`src/rtl/ldst_unit.sv`:
```
`default_nettype none
// ============================================================================
// Module      : ldst_unit
// Description : Multi-cycle load/store unit for the 8-bit accumulator core.
//               Runs a req/ack handshake with data memory, stalls the core
//               while the access is outstanding and returns load data as a
//               one-cycle register-file write-back pulse.
//               Optional feature macro: LDST_TIMEOUT_EN (ack timeout + err).
// Revision    : 1.0 - initial release
// ============================================================================
module ldst_unit #(
  parameter int W   = 8,
  parameter int TMO = 15
) (
  input  logic         CLK,
  input  logic         reset,
  input  logic         start,
  input  logic         is_store,
  input  logic [W-1:0] addr_in,
  input  logic [W-1:0] wdata_in,
  output logic         mem_req,
  output logic         mem_we,
  output logic [W-1:0] mem_addr,
  output logic [W-1:0] mem_wdata,
  input  logic         mem_ack,
  input  logic [W-1:0] mem_rdata,
  output logic         stall,
  output logic         wb_en,
  output logic [W-1:0] wb_data,
  output logic         err
);

  typedef enum logic [1:0] {
    IDLE = 2'd0,
    REQ  = 2'd1,
    WB   = 2'd2
  } state_t;

  state_t state;
  state_t state_nxt;
  logic   accept;
  logic   timeout;

  // A command is taken in IDLE, or in WB so back-to-back loads do not lose a cycle
  assign accept = start && ((state == IDLE) || (state == WB));

  assign mem_req = (state == REQ);
  assign wb_en   = (state == WB);
  // Combinational so the decode cycle that raises start is itself held
  assign stall   = start | mem_req;

`ifdef LDST_TIMEOUT_EN
  logic [3:0] cnt;

  // The access gives up when the count of ack-less REQ cycles would reach TMO
  assign timeout = (state == REQ) && !mem_ack && (cnt == 4'(TMO - 1));

  // Count REQ cycles without ack; restart on every accepted command
  always_ff @(posedge CLK or posedge reset) begin
    if (reset) begin
      cnt <= '0;
    end else if (accept) begin
      cnt <= '0;
    end else if ((state == REQ) && !mem_ack) begin
      cnt <= cnt + 4'd1;
    end
  end

  // Sticky error flag, only reset clears it
  always_ff @(posedge CLK or posedge reset) begin
    if (reset) begin
      err <= 1'b0;
    end else if (timeout) begin
      err <= 1'b1;
    end
  end
`else
  assign timeout = 1'b0;
  assign err     = 1'b0;
`endif

  // State register
  always_ff @(posedge CLK or posedge reset) begin
    if (reset) begin
      state <= IDLE;
    end else begin
      state <= state_nxt;
    end
  end

  // Next-state logic; an ack (or timeout) ends the access, loads detour via WB
  always_comb begin
    state_nxt = state;
    case (state)
      IDLE: begin
        if (start) begin
          state_nxt = REQ;
        end
      end
      REQ: begin
        if (mem_ack || timeout) begin
          state_nxt = mem_we ? IDLE : WB;
        end
      end
      WB: begin
        state_nxt = start ? REQ : IDLE;
      end
      default: begin
        state_nxt = IDLE;
      end
    endcase
  end

  // Command capture; held stable until the next accepted command
  always_ff @(posedge CLK or posedge reset) begin
    if (reset) begin
      mem_addr  <= '0;
      mem_wdata <= '0;
      mem_we    <= 1'b0;
    end else if (accept) begin
      mem_addr  <= addr_in;
      mem_wdata <= wdata_in;
      mem_we    <= is_store;
    end
  end

  // Load return data; a timed-out load writes back all ones
  always_ff @(posedge CLK or posedge reset) begin
    if (reset) begin
      wb_data <= '0;
    end else if ((state == REQ) && !mem_we) begin
      if (mem_ack) begin
        wb_data <= mem_rdata;
      end else if (timeout) begin
        wb_data <= '1;
      end
    end
  end

endmodule
`default_nettype wire

```
`config.mk`:
```
export PLATFORM = sky130hd
export DESIGN_NAME = ldst_unit
export DESIGN_NICKNAME = d
export VERILOG_FILES = /design/src/rtl/ldst_unit.sv
export SDC_FILE = /design/constraint.sdc
export NUM_CORES = 1
export LEC_CHECK = 0
export BUFFER_PORTS_ARGS = -buffer_cell sky130_fd_sc_hd__buf_2
export CAP_MARGIN = 5
export CORE_UTILIZATION = 40
export DETAILED_ROUTE_END_ITERATION = 16
export PLACE_DENSITY = 0.7
export SYNTH_ARGS = -nofsm -noshare
export SYNTH_HDL_FRONTEND = slang
export SYNTH_SLANG_ARGS = --single-unit
```
`constraint.sdc`:
```
create_clock -name CLK -period 1.9 [get_ports CLK]
set_input_delay 0.19 -clock CLK [delete_from_list [all_inputs] [get_ports CLK]]
set_output_delay 0.19 -clock CLK [all_outputs]
set_load 0.03 [all_outputs]
```
* Word level (Yosys, flattened, before mapping)
Index checks and enable logic that the tools add are counted.
** Word-level totals
- Bits in registers :: 27
- Latch bits :: 0
- Bits in writable memories :: 0
- Memory bits (read-only) :: 0
- Word-level logic and storage cells :: 22
- Memories kept :: 0
** Operators by class
- Add/sub/neg operators :: 0
- Multipliers :: 0
- Divide/modulo/power cells :: 0
- $lt $le $gt $ge :: 0
- Eq/ne operators :: 4
- Shift-type cells :: 0
- Mux-type cells :: 5
- Bitwise operators :: 1
- Reductions and logical operators :: 7
** Operators by type and width (number)
- two-way mux 2 bit :: 3
- one-hot mux 2 bit (3 select lines) :: 1
- AND reduction 2 bit :: 2
- == test 2 x 1 -> 1 bit (second input constant) :: 1
- == test 2 bit (second input constant) :: 1
- logical AND 1 bit :: 2
- zero test 2 bit :: 1
- inequality test 2 x 1 -> 1 bit (second input constant) :: 1
- inequality test 2 bit (second input constant) :: 1
- zero test 1 bit :: 1
- logical OR 1 bit :: 1
- two-way mux 1 bit :: 1
- OR 1 bit :: 1

* Logic depth before layout (Yosys ltp)
Gate-level depths: netlist (run 1).
- Depth in word-level cells :: 3
- Mapped depth :: 4
- Depth with buffers taken out :: 2

* Worst setup path before layout (run 1)
Ideal clock, no wire load.
- Path kind :: flip-flop to flip-flop
- Start point :: register mem_we
- End point :: register wb_data[0]
- Setup time :: 125 ps
- Data arrival time :: 1226 ps
- Required time :: 1775 ps
- Path slack :: 549 ps
- Stages on the path, launching flop included :: 4
- Buffers on the path :: 1
- Period minus slack after synthesis :: 1351 ps
- Cell sequence :: dfrtp_1 -> and4bb_1 -> buf_6 -> mux2_4
** On the way
- Word-level cells in the longest chain between the ends :: 3
** RTL lines
- start, declared :: line 22 : output logic mem_we,
- start signal, assigned :: line 123 : mem_we <= is_store;
- zero test 1 bit :: line 131 : end else if ((state == REQ) && !mem_we) begin
- logical AND 1 bit :: line 131
- AND reduction 2 bit (no line)
- end signal, assigned :: line 133 : wb_data <= mem_rdata;
- end, declared :: line 29 : output logic [W-1:0] wb_data,
No other way between the ends.
A chain may end at the register's enable or synchronous reset.

* Worst setup path in the final report (run 1)
- Start point :: register state[1]
- End point :: register wb_data[7]
** On the way
- Word-level cells in the longest chain between the ends :: 3
** RTL lines
- start, declared :: line 39 : state_t state;
- start signal, assigned :: line 87 : state <= state_nxt;
- == test 2 x 1 -> 1 bit :: line 131
- logical AND 1 bit :: line 131
- AND reduction 2 bit (no line)
No other way between the ends.

==> results of run 1 <==
-- power groups by stage --
stage / Clock, W / Sequential [W] / Combinational (W)
global placement: 0 / 0.000861 / 0.000959
floorplan: 0 / 0.00123 / 0.000351
global route: 0.000283 / 0.000886 / 0.00101
detailed placement: 0 / 0.000868 / 0.000969
finish: 0.000248 / 0.000859 / 0.000958
CTS: 0.000253 / 0.000862 / 0.000970
-- cells by family after synthesis --
group | share of synthesized area
flops | 0.599
mux | 0.306
buf+inv | 0.0510
simple gates | 0.0344
compound gates | 0.00665
other cells | 0.00332
-- cell type report --
cell class / count / area share
Clock buffer: 3 / 0.0154
Timing Repair Buffer: 60 / 0.214
Sequential cell: 27 / 0.462
Inverter: 2 / 0.00514
Tap cell: 30 / 0.0257
Multi-Input combinational cell: 32 / 0.272
Clock inverter: 1 / 0.00514
-- what timing repair did --
action / in CTS / in global routing
hold buffers: 1 / 0
endpoints found under the hold margin: 8 / 0
setup buffers: 0 / 0
-- layer usage --
metal / share of wire / routed length (um) / GRT usage
met2: 0.50 / 975 / 0.237
met1: 0.42 / 814 / 0.171
met5: 0 / 0 / 0
met4: 0 / 0 / 0.0375
met3: 0.080 / 156 / 0.0383
-- state kept, by name, indices dropped and copies added, names as in the netlist --
register / cells
state: 2
mem_we: 1
wb_data: 8
mem_addr: 8
mem_wdata: 8
-- worst register-to-register path, delay by kind of cell (launching register included) --
| kind | cells | cell delay, ps |
|---|---|---|
| AND/OR/NAND/NOR | 1 | 620 |
| flip-flops | 1 | 410 |
| multiplexers | 1 | 350 |
-- through the flow --
step / hold WS, ps / cells / cell area (um^2) / setup WS (ps)
6_report: 37.1 / 155 / 1460 / 421
5_1_grt: 25.5 / 155 / 1460 / 341
4_1_cts: 29.8 / 155 / 1460 / 397
3_5_place_dp: 160 / 150 / 1420 / 429
3_3_place_gp: 151 / 150 / 1420 / 458
2_1_floorplan: 243 / 65 / 1130 / 549
-- cell usage in the layout (no fill, tap or decap) --
cell type      synthesis  layout
dlygate4sd3_1          0       1
nor2b_2                0       1
o21bai_1               1       1
mux2_4                17      17
mux2_2                 8       8
clkbuf_4               0       3
conb_1                 1       1
buf_2                  0      56
clkinvlp_4             0       1
and4bb_1               1       1
or2b_1                 1       1
dfrtp_1               27      27
nand2b_1               1       1
nor2b_1                2       1
buf_4                  1       3
inv_1                  2       2
-- worst min path at each step --
| stage | depth (start not counted) | end | slack [ps] |
|---|---|---|---|
| floorplan | 1 | mem_addr[0] | 240 |
| global placement | 2 | mem_wdata[5] | 150 |
| detailed placement | 2 | mem_addr[0] | 160 |
| CTS | 2 | state[0] | 30 |
| global route | 2 | state[0] | 30 |
| finish | 2 | state[0] | 40 |
==> metrics, run 1 <==
outcome finished, final reports clean; area leader, netlist dfrtp_1; Switching Power 0.000829 W; post-CTS sizing 0; gr ovfl total 0; proportion of layout cells with a drive suffix above 1 0.712; mapped cell area 1130 um^2; register share of total power 0.416; Vias 713; RSZ-0062 raised after global routing false; Comb pwr share 0.464; CTS root buffer clkbuf_4; Reg clk slew, reported paths 150 ps; Clock power frac 0.120; Skew-Pair Late Insertion Delay 320 ps; VDD IR max 0.802 mV; CP Cell Sequence and4bb_1, mux2_4; Initial Util 0.440; wire per inst 12.6 um; cell with the most instances after synthesis dfrtp_1; Synth top area share 0.599; # IOs 58; Crit path max-delay family simple AND/OR/NAND/NOR gates; DR pass1 iterations 1; Fmax 676 MHz; Final Skew 3.42 ps; Die W 55.1 um; first-pass GRT wire length 2.98 mm; sequential share of the synthesized area 0.599; Seq. cell area 676 um^2; fin. max-slew vios 0; maxcap violations 0; CORE AREA 2570 um^2; R2R Path End wb_data[7]; CP max FO 9; worst setup path end wb_data[7]; critical path type reg2reg; input/output buffers 56; Final Power 0.00206 W; aggregate routed wire length 1.95 mm; Netlist cell types 13; clk buf depth 2; row cnt 18; CTS sink count 27; DRT iter0 DRCs 0; final setup vio count 0; largest net degree at the start of global routing 20; number of antenna diodes 0; nets 155; Synth Area per Inst 17.4 um^2; hold_sp mem_ack; Min-Delay Path Class in2reg; Placer Congestion 0.600; vias in the first global route 707; Post-synth ARST share 1.00; largest cells by area after synthesis dfrtp_1 60%, mux2_4 23%, mux2_2 8.0%; via/cell ratio 4.60; CP required 2120 ps; drt drc 0; final hold violations 0; die height 55.1 um; reg-to-reg slack, setup 420 ps; #FFs+latches synth 27; EDFF count, synth 0; post-synthesis cell count 65; Synthesized Nets 94; Die Area 3040 um^2; crit path from state[1]; startpoint types flop; Critical Path Max Stage Delay 620 ps; Primary FF master, synth dfrtp_1; # fillers 234; Leak 0.766 nW; Synth top cells by count 27 x dfrtp_1, 17 x mux2_4, 8 x mux2_2; internal power 0.00124 W; CP max-delay cell and4bb_1; Period minus WS final 1480 ps; Data arrival, critical path 1700 ps; relative slew slack 0.641; TritonCTS clock tree built; worst r2r src state[1]; Worst R2R Path Depth 2; Worst-Margin Slew 538 ps; Final TNS setup 0 ps; All-Layer GR Usage 0.139; Pwr Density 1410 nW/um^2; footprint of the multi-input gates 398 um^2; Final ANT Viol Nets 0; Buf+Inv Stages, Crit Path 0; Sw Ratio 0.402; Ys Warns 0; Final Cycle Share 0.779; H-tree levels 1; initial antenna violation count 0; WP depth 2; area grow syn2layout 29.5%; Inserted Clock Buffers 3; CP Capture Type flop; final core utilization 0.569; DP Wirelength 1.53 mm
Note: power is estimated with default switching activity, not from simulation.
==> run 2, diff against run 1 <==
ABC_AREA = 1   (was unset)
clock period = 1.44 ns   (was 1.9 ns; I/O delays follow)
==> run 2 against run 1 <==
Synthesized cell count grew 88%. Highest routed layer unchanged. Total power grew 28%. First-iteration DRC count grew 13. Worst hold slack gained 15 ps. Combinational power grew 25%. Critical endpoint is now mem_req. Sequential power grew 30%. Count of clock-buffer cells in the layout is the same. Synthesized area shrank 0.67%.
==> metrics, run 2 <==
outcome finished, final reports clean; CORE AREA 2570 um^2 (unchanged); EDFF count, synth 0 (unchanged); CTS root buffer clkbuf_4; All-Layer GR Usage 0.176 (+0.0376); startpoint types flop; row cnt 18 (unchanged); aggregate routed wire length 2.50 mm (+29%); Synthesized Nets 151 (+61%); first-pass GRT wire length 3.80 mm (+28%); drt drc 0 (unchanged); hold path cells 3 (+1); #FFs+latches synth 27 (unchanged); input/output buffers 56 (unchanged); DP Wirelength 1.83 mm (+20%); fin. max-slew vios 0 (unchanged); R2R Path End mem_wdata[4]; Fmax 730 MHz; gr ovfl total 0 (unchanged); largest net degree at the start of global routing 28 (+40%); Final TNS setup 0 ps (unchanged); CP Cell Sequence nor2_4, buf_6, clkbuf_4; # IOs 58 (unchanged); Post-synth ARST share 1.00 (unchanged); Crit path max-delay family flip-flops; Period minus WS final 1370 ps; Vias 1037 (+45%); post-synthesis cell count 122 (+88%); nets 212 (+37%); sequential share of the synthesized area 0.603 (+0.00401); CP max-delay cell dfrtp_1; worst r2r src state[0]; Leak 0.885 nW (+16%); Buf+Inv Stages, Crit Path 2 (+2); maxcap violations 0 (unchanged); Synth top cells by count 52 x nand2_1, 27 x dfrtp_1, 25 x nand3_1; Ys Warns 0 (unchanged); Final Cycle Share 0.952; reg-to-reg slack, setup 190 ps (-230 ps); Worst R2R Path Depth 6 (+4); TritonCTS clock tree built; CTS sink count 27 (unchanged); number of antenna diodes 0 (unchanged); hold_sp addr_in[7]; biggest regs mem_addr: 8 flops, mem_wdata: 8 flops, wb_data: 8 flops; VDD IR max 0.998 mV (+24%); initial antenna violation count 0 (unchanged); Die Area 3020 um^2 (-0.63%); Synth Area per Inst 9.19 um^2 (-47%); Final ANT Viol Nets 0 (unchanged); die height 54.9 um (-0.32%); Netlist cell types 13 (unchanged); # fillers 249 (+6.4%); Inserted Clock Buffers 3 (unchanged); Primary FF master, synth dfrtp_1; largest cells by area after synthesis dfrtp_1 60%, nand2_1 17%, nand3_1 11%; Initial Util 0.437 (-0.00292); area grow syn2layout 31.9%; cell with the most instances after synthesis nand2_1; DR pass1 iterations 4 (+3); Synth top area share 0.603 (+0.00401); H-tree levels 1 (unchanged); final setup vio count 0 (unchanged); most frequent cells in the layout 54 x buf_2, 52 x nand2_1, 27 x dfrtp_1; Placer Congestion 0.650 (+8.3%); critical path type reg2out; pre-CTS WS 251 ps (-178 ps); Skew-Pair Late Insertion Delay 310 ps (about the same); Data arrival, critical path 1230 ps (-470 ps); CP required 1300 ps (-820 ps); Reg clk slew, reported paths 140 ps (about the same); CP max FO 11 (+2); CP Capture Type primary output; Min-Delay Path Class in2reg; RSZ-0062 raised after global routing false; commonest non-fill, non-tap cell in the layout buf_2; DRT iter0 DRCs 13 (+13); Pwr Density 1790 nW/um^2 (+26%); wire per inst 11.8 um (-5.9%); area leader, netlist dfrtp_1; clk buf depth 2 (unchanged); mapped cell area 1120 um^2 (-0.67%); Final Skew 4.54 ps (+1.12 ps); vias in the first global route 881 (+25%); slack of the critical path 69.3 ps (-351 ps); Min-Delay Endpoint mem_addr[7]; via/cell ratio 4.89 (+6.3%); final hold violations 0 (unchanged); proportion of layout cells with a drive suffix above 1 0.390 (-0.322); Die W 54.9 um (-0.32%); Critical Path Max Stage Delay 440 ps (-180 ps)
run 2: changes by cell type after synthesis, sizes merged, moves of 2 or more:
cell	change
nor2	+3
nand2	+54
inv	+3
buf	+2
mux2	-25
nand3	+25
nor2b	-2
run 2: logic make-up after synthesis:
kind of cell | count (synthesis) | share of synthesized area
buffers and inverters | 11 | 0.0636
DFF | 27 | 0.603
other | 1 | 0.00335
and+or+nand+nor | 83 | 0.330
run 2: worst max-delay path by stage:
| stage | from | end | depth (start not counted) |
|---|---|---|---|
| 2_1_floorplan | mem_we | wb_data[0] | 4 |
| 3_3_place_gp | state[0] | mem_addr[5] | 5 |
| 3_5_place_dp | state[0] | mem_wdata[4] | 5 |
| 4_1_cts | state[0] | stall | 4 |
| 5_1_grt | state[1] | mem_req | 3 |
| 6_report | state[1] | mem_req | 3 |
run 2: layer usage:
layer | GRT usage | wire (um) | vias up
li1 | - | - | 501
met1 | 0.220 | 1070 | 495
met2 | 0.315 | 1280 | 41
met3 | 0.0328 | 159 | 0
met4 | 0.0375 | 0 | 0
met5 | 0 | 0 | -
run 2: stage by stage:
stage          std cells  total power, W  area [um^2]  hold slack, ps   util
2_1_floorplan        122         0.00196         1120             197      -
3_3_place_gp         205         0.00228         1410             214  0.549
3_5_place_dp         205         0.00232         1410             228  0.549
4_1_cts              211         0.00265         1460            43.9  0.570
5_1_grt              212         0.00282         1480            44.8  0.576
6_report             212         0.00264         1480            52.4  0.576
run 2: cell type report:
type / instances / area [um^2] / area share
timing repair buffer: 62 / 340 / 0.230
sequential: 27 / 676 / 0.457
inverter: 5 / 21.3 / 0.0144
clock inverter: 1 / 5.00 / 0.00338
clock buffer: 3 / 22.5 / 0.0152
multi-input combinational: 84 / 377 / 0.255
tap: 30 / 37.5 / 0.0254
run 2: repair_timing:
item,CTS,global route
gates resized for setup,3,3
cloned,0,0
endpoints found under the hold margin,27,0
endpoints found under the setup margin,2,2
hold buffers,1,0
setup buffers,1,1
run 2: tightest hold or removal path, cell delays in order:
cell and delay [ps]:
buf_2 80, nand3_1 60, nand2_1 60
run 2: power by group:
group	internal [W]	total [W]	switching, W
Clock	0.000104	0.000317	0.000213
Sequential	0.000992	0.00112	0.000130
Combinational	0.000354	0.00120	0.000848
==> run 3, diff against run 2 <==
--- a/config.mk
+++ b/config.mk
@@ -12,4 +12,5 @@
 export DETAILED_ROUTE_END_ITERATION = 16
 export PLACE_DENSITY = 0.7
+export SKIP_LAST_GASP = 1
 export SYNTH_ARGS = -nofsm -noshare
 export SYNTH_HDL_FRONTEND = slang
==> constraint.sdc (replaced) <==
create_clock -name CLK -period 1.44 [get_ports CLK]
set_input_delay 0.144 -clock CLK [delete_from_list [all_inputs] [get_ports CLK]]
set_output_delay 0.144 -clock CLK [all_outputs]
set_load 0.005 [all_outputs]
==> run 3 against run 2 <==
Sequential cell count is the same. Die area did not move. Wire length fell by 5.4%. Count of clock-buffer cells in the layout is 1 higher. Final area down 1.4%. Cell count shrank 0.47%. Sequential share of layout area increased by 0.67 points. Utilization down 0.83 points. Worst hold slack got worse by 10 ps. Global-route usage grew 0.18 points. Critical endpoint is now stall.
==> metrics, run 3 (synthesis results as in run 2) <==
CTS root buffer clkbuf_4; Min-Delay Path Class in2reg; Final TNS setup 0 ps (unchanged); All-Layer GR Usage 0.178 (+0.00184); WP depth 4 (+1); startpoint types flop; CP max-delay cell dfrtp_1; TritonCTS clock tree built; Die W 54.9 um (unchanged); met2 WL post-DR 1.10 mm (-14%); Die Area 3020 um^2 (unchanged); Critical Path Max Stage Delay 430 ps (about the same); biggest regs mem_addr: 8 flops, mem_wdata: 8 flops, wb_data: 8 flops; final setup vio count 0 (unchanged); # fillers 244 (-2.0%); proportion of layout cells with a drive suffix above 1 0.381 (-0.00889); drt drc 0 (unchanged); critical path type reg2out; RSZ-0062 raised after global routing false; Buf+Inv Stages, Crit Path 2 (unchanged); first-pass GRT wire length 3.78 mm (-0.53%); H-tree levels 1 (unchanged); Leak 0.873 nW (-1.4%); final std cells w/o fill 211 (-0.47%); CTS sink count 27 (unchanged); initial antenna violation count 0 (unchanged); DR pass1 iterations 4 (unchanged); input/output buffers 56 (unchanged); CP Cell Sequence inv_4, nor2_4, or2_4, buf_2; Met3 Wirelength 201 um (+26%); row cnt 18 (unchanged); wire per inst 11.2 um (-4.9%); most frequent cells in the layout 56 x buf_2, 52 x nand2_1, 27 x dfrtp_1; Vias 1003 (-3.3%); max layer used met4; DP Wirelength 1.80 mm (-1.5%); nets 211 (-0.47%); Final Cycle Share 0.934 (-0.0178); cell count after placement 205 (unchanged); Pwr Density 1460 nW/um^2 (-18%); Worst R2R Path Depth 6 (unchanged); CP Capture Type primary output; Fmax 743 MHz (+1.9%); Final ANT Viol Nets 0 (unchanged); Reg clk slew, reported paths 140 ps (about the same); outcome finished, final reports clean; Crit path max-delay family flip-flops; gr ovfl total 0 (unchanged); vias in the first global route 924 (+4.9%); Period minus WS final 1350 ps (-25.6 ps); via/cell ratio 4.75 (-2.8%); clk buf depth 2 (unchanged); VDD IR max 0.845 mV (-15%); maxcap violations 0 (unchanged); DRT iter0 DRCs 17 (+4); number of antenna diodes 0 (unchanged); largest net degree at the start of global routing 28 (unchanged); Inserted Clock Buffers 3 (unchanged); Placer Congestion 0.686 (+5.6%); Final Skew 7.43 ps (+2.90 ps); CP required 1300 ps (about the same); die height 54.9 um (unchanged); CP max FO 7 (-4); Initial Util 0.437 (unchanged); final core utilization 0.568 (-0.00828); # IOs 58 (unchanged); commonest non-fill, non-tap cell in the layout buf_2; Data arrival, critical path 1200 ps (-30 ps); WL met1 1.05 mm (-1.4%); Skew-Pair Late Insertion Delay 320 ps (about the same); final hold violations 0 (unchanged); hold path cells 3 (unchanged); CORE AREA 2570 um^2 (unchanged); area grow syn2layout 30.0%; aggregate routed wire length 2.37 mm (-5.4%); fin. max-slew vios 0 (unchanged)
run 3: cell count changes in the layout (fill, tap and decap cells not counted):
cell      before  now
clkinv_2       1    0
clkbuf_4       4    3
buf_6          2    0
buf_2         54   56
clkbuf_1       0    1
run 3: path summary, 6_finish.rpt:
check                                  start            to  slack, ps
worst max-delay path                state[0]         stall         90
max in group asynchronous              reset  mem_wdata[0]        780
min in group asynchronous              reset    wb_data[4]        400
worst min-delay path             wdata_in[2]  mem_wdata[2]         40
worst min register to register  mem_wdata[6]  mem_wdata[6]        480
worst max register to register      state[0]   mem_addr[3]        230
run 3: worst reg2reg max path, stage by stage, from the launching register on:
cell     delay [ps]
dfrtp_1         430
inv_4            70
buf_4           150
buf_4           180
nand2_4         140
nand2_1         100
nand2_1          60
run 3: routing by layer:
layer / up-vias / track usage
li1: 499 / -
met1: 465 / 0.208
met2: 37 / 0.317
met3: 2 / 0.0492
met4: 0 / 0.0500
met5: - / 0
run 3: metrics by stage:
stage	area [um^2]	worst slack (ps)	hold slack, ps	total power [W]
finish	1460	94.9	42.5	0.00213
floorplan	1120	452	197	0.00149
CTS	1460	19.3	38.9	0.00216
detailed placement	1410	285	223	0.00182
global route	1460	41.2	54.1	0.00231
global placement	1410	309	215	0.00180
run 3: final cells by class:
| cell class | instances | area [um^2] | area share |
|---|---|---|---|
| inverter | 5 | 21.3 | 0.0146 |
| tap | 30 | 37.5 | 0.0258 |
| multi-input combinational | 84 | 377 | 0.258 |
| clock buffer | 4 | 26.3 | 0.0180 |
| sequential | 27 | 676 | 0.464 |
| timing repair buffer | 61 | 320 | 0.220 |
run 3: where the power goes:
part	switching, W	total (W)	internal, W
clock network	0.000211	0.000319	0.000108
registers	0.000129	0.00112	0.000992
logic	0.000362	0.000691	0.000329
total	0.000702	0.00213	0.00143
run 3: repair_timing:
item,4_1_cts,5_1_grt
hold endpoints to repair,27,0
setup buffers,1,0
setup endpoints to repair,1,1
resized for setup,1,1
hold buffers,1,0
